[config.mk]
export PLATFORM = sky130hd
export DESIGN_NAME = psum_acc_seq
export DESIGN_NICKNAME = d
export VERILOG_FILES = /design/src/rtl/psum_pkg.sv /design/src/rtl/psum_relu.sv /design/src/rtl/psum_acc_seq.sv
export SDC_FILE = /design/constraint.sdc
export NUM_CORES = 1
export LEC_CHECK = 0
export ABC_CLOCK_PERIOD_IN_PS = 2600
export BUFFER_PORTS_ARGS = -buffer_cell sky130_fd_sc_hd__buf_2
export CAP_MARGIN = 40
export CORE_MARGIN = 2
export CORE_UTILIZATION = 45
export CTS_CLUSTER_DIAMETER = 30
export DETAILED_ROUTE_END_ITERATION = 7
export PLACE_DENSITY = 0.66
export SLEW_MARGIN = 40
export SYNTH_ARGS = -nofsm -noshare
export SYNTH_HDL_FRONTEND = slang
export SYNTH_SLANG_ARGS = --single-unit
[constraint.sdc]
create_clock -name clk -period 2.6 [get_ports clk]
set_input_delay 0.39 -clock clk [delete_from_list [all_inputs] [get_ports clk]]
set_output_delay 0.39 -clock clk [all_outputs]
set_load 0.01 [all_outputs]
[src/rtl/psum_pkg.sv]
// psum_pkg: shared FSM states and default sizes for the partial-sum accumulator
package psum_pkg;
  typedef enum logic [1:0] {IDLE, ACC, HOLD} state_t;
  localparam int PSUM_BW_DEF = 16;
  localparam int NUM_KIJ_DEF = 9;
endpackage

[src/rtl/psum_relu.sv]
// psum_relu: combinational signed ReLU, negative values clamp to zero
module psum_relu #(
  parameter int psum_bw = 16
) (
  input  logic [psum_bw-1:0] d,
  output logic [psum_bw-1:0] q
);
  assign q = d[psum_bw-1] ? '0 : d;
endmodule

[src/rtl/psum_acc_seq.sv]
// psum_acc_seq: accumulates num_kij partial sums per output pixel, optional ReLU
// The ReLU stage is built only when PSUM_ACC_RELU_EN is defined.
module psum_acc_seq
  import psum_pkg::*;
#(
  parameter int psum_bw = PSUM_BW_DEF,
  parameter int num_kij = NUM_KIJ_DEF
) (
  input  logic               clk,
  input  logic               rst,
  input  logic               in_valid,
  input  logic [psum_bw-1:0] in,
  output logic               in_ready,
  input  logic               relu_en,
  output logic               out_valid,
  output logic [psum_bw-1:0] out,
  input  logic               out_ready,
  output logic [15:0]        pix_cnt
);
  state_t state;
  logic [psum_bw-1:0] acc, sum, res;
  logic [7:0] kcnt;
  logic beat, last;
  assign in_ready = rst && state != HOLD;
  assign beat = in_valid && in_ready;
  assign sum = state == IDLE ? in : acc + in;
  assign last = state == ACC && kcnt == 8'(num_kij - 1);
`ifdef PSUM_ACC_RELU_EN
  logic [psum_bw-1:0] rel;
  psum_relu #(.psum_bw(psum_bw)) u_relu (.d(sum), .q(rel));
  assign res = relu_en ? rel : sum;
`else
  logic unused_relu;
  assign unused_relu = relu_en;
  assign res = sum;
`endif
  // relu_en is captured with the last beat, so out already carries the pixel's ReLU choice
  always_ff @(posedge clk) begin
    if (!rst) begin
      state     <= IDLE;
      acc       <= '0;
      kcnt      <= '0;
      out       <= '0;
      out_valid <= 1'b0;
      pix_cnt   <= '0;
    end else begin
      case (state)
        IDLE: if (beat) begin
          acc   <= sum;
          kcnt  <= 8'd1;
          state <= ACC;
        end
        ACC: if (beat) begin
          acc  <= sum;
          kcnt <= kcnt + 8'd1;
          if (last) begin
            state     <= HOLD;
            out       <= res;
            out_valid <= 1'b1;
          end
        end
        HOLD: if (out_ready) begin
          state     <= IDLE;
          out_valid <= 1'b0;
          pix_cnt   <= pix_cnt + 16'd1;
        end
        default: state <= IDLE;
      endcase
    end
  end
endmodule

==> summary.txt <==
Yosys top cell by area - dfxtp_1
DRT iter0 DRCs - 89
Hold Path Class - input port to flop
Place WS - 0.0347 ns
Cts bufs inserted - 9
Flops & latches, synth - 59
IO buf count - 53
Die Wd - 88.6 um
Initial core utilization - 46.8%
Post-synthesis net count - 415
First-pass iteration count of the detailed router - 5
Seq pwr share - 42.6%
Most frequent cells in the layout - dfxtp_1, nor2_1, buf_2
Synth warn - 0
Die area - 7840 um2
Psw - 563 uW
Main combinational cell family by area after synthesis - simple AND/OR/NAND/NOR gates
Final Max Slew Viols - 0
Leak Pwr - 1.62 nW
CTS tree - built
Top cell by count, worst path - a21oi_1
Area share of the largest cell type after synthesis - 36.7%
Most common cell after layout, fill and taps aside - dfxtp_1
Largest net degree at the start of global routing - 41
Peak VDD IR - 0.240 mV
Routed length per instance - 13.7 um
Overall routing resource usage - 19.7%
Complex-gate fraction of the synthesized area - 19.2%
Max Cap Viol - 0
Setup violators final - 0
Clk pin slew, worst setup/hold paths - 0.07 ns
Vias in the first global route - 2624
Ys async rst share - 0%
Worst-margin pin slew - 0.511 ns
CP endpoint kind - flop
Seq/Total Area, Yosys - 36.7%
Synth Area in XOR/XNOR - 8.44%
Minimum clock period after layout - 2.38 ns
Post-synthesis adder-cell area fraction - 7.62%
PwrDens - 583 nW/um2
Remaining Overflow, GRT - 0
CP Cell Sequence - ha_1 > fa_1 > a21oi_1 > o21ai_0 > a21oi_1 > o21ai_0 > xor2_1 > mux2i_1 > a21oi_1
Clock latency on the worst-skew pair - 0.34 ns
Crit path DAT - 2.60 ns
Post-Syn Area - 3220 um2
Gate power share - 14.4%
DRT Wirelength - 7.23 mm
Final hold vios - 0
DRC - 0
Clock Power Share - 43.0%
Distinct cells, synth - 57
Clk buf depth - 2
First-pass GRT wire length - 11.9 mm
DP Wirelength - 5.04 mm
Max-Slew Margin vs Limit - 65.8%
Crit share post-route - 91.7%
Simple-gate share of the synthesized area - 21.7%
Fmax - 0.419 GHz
CTS resizes - 0
Area Growth Syn to Fin - 17.3%
Initial antenna violation count - 0
Global placer's final weighted congestion - 0.945
Worst path required time - 2.82 ns
Area contributors post-synth - dfxtp_1, ha_1, nor2_1
H-tree depth - 3
Crit-path max cell delay - 0.41 ns
Internal - 1.64 mW
Multiplexer share of the synthesized area - 2.49%
Mean Syn Cell Area - 8.58 um2
# rows - 30
Share of cells above drive strength 1 - 21.9%
Worst Skew - 0.00771 ns
Clk root buf - clkbuf_8
Final Worst Setup Slack - 0.216 ns
Vias per inst - 5.31
Placeable Area - 6870 um2
# hold bufs at CTS - 0
Worst Path Class, Setup - flop to flop
Top_reg_cell synth - dfxtp_1
CP Launch Type - flop
Crit Path Max Fanout - 3
Ant diodes - 0
Post-CTS Setup Inserts - 0
Vias - 2809
Net count, final - 468
Detail Route Antenna Nets - 0
Clock sink count - 59
Slowest CP cell - fa_1
Die span in y - 88.6 um
Status - completed
Setup TNS - 0 ns
RSZ-0062 raised after global routing - false
EDFF count, synth - 0
I/O pins - 55
Switch share - 25.5%
Cell count after synthesis - 375
==> registers in the layout (all words and copies together) (netlist names) <==
| name | flops |
|---|---|
| acc | 16 |
| pix_cnt | 16 |
| state | 2 |
| out | 16 |
| out_valid | 1 |
| kcnt | 8 |
==> layout make-up <==
cell class,count,area [um2]
clock buffer,11,151
clock inverter,5,75.1
fill,690,3090
inverter,4,15.0
multi-input combinational,294,1910
sequential,59,1180
tap,96,120
timing repair buffer,60,318
==> metal layers <==
| layer | vias to the layer above | track usage, % | wire length [um] |
|---|---|---|---|
| met5 | - | 0 | 0 |
| met2 | 67 | 32.7 | 3450 |
| li1 | 1428 | - | - |
| met3 | 5 | 6.25 | 418 |
| met4 | 0 | 6.47 | 53 |
| met1 | 1309 | 24.2 | 3310 |
==> power by group through the flow <==
stage / Combinational (mW) / Clock [mW] / Sequential, mW
after CTS: 0.315 / 0.964 / 0.939
after global placement: 0.305 / 0 / 0.958
final: 0.316 / 0.947 / 0.939
after detailed placement: 0.311 / 0 / 0.959
after floorplan: 0.242 / 0 / 0.954
after global routing: 0.355 / 1.01 / 0.940
==> cell families after synthesis <==
family          after synthesis
buf+inv                      22
compound gates               94
fa+ha+maj                    19
flops                        59
mux                           8
xor+xnor                     31
simple gates                142
==> synth_stat cells, drive strengths merged (7+ instances only) <==
cell     n
xor2    22
buf      7
nand3   15
o21ai   29
a211oi  12
mux2i    8
nor2    59
dfxtp   59
a21oi   31
xnor2    9
clkbuf  11
or3      7
ha      18
nand2   29
==> per-stage QoR <==
step | cell area [um2] | util (%) | hold slack [ns] | cells | total power [mW]
after global placement | 3550 | 51.7 | 0.447 | 513 | 1.26
after global routing | 3770 | 55.0 | 0.345 | 529 | 2.30
final | 3770 | 55.0 | 0.332 | 529 | 2.20
after detailed placement | 3550 | 51.7 | 0.451 | 513 | 1.27
after CTS | 3770 | 55.0 | 0.320 | 529 | 2.22
after floorplan | 3220 | - | 0.450 | 375 | 1.20
==> final timing paths <==
check | start | endpoint | slack [ns] | depth (start not counted)
setup / recovery | acc[0] | acc[10] | 0.22 | 9
hold / removal | in_valid | state[0] | 0.33 | 2
setup reg to reg | acc[0] | acc[10] | 0.22 | 9
hold reg to reg | out[13] | out[13] | 0.46 | 2
==> worst max-delay path: cells and delay by family (launching register included) <==
kind            cells  cell delay (ns)
compound gates      5             0.97
xor+xnor            1             0.17
fa+ha+maj           2             0.61
flops               1             0.31
mux                 1             0.21
(Power assumes the default switching activity.)
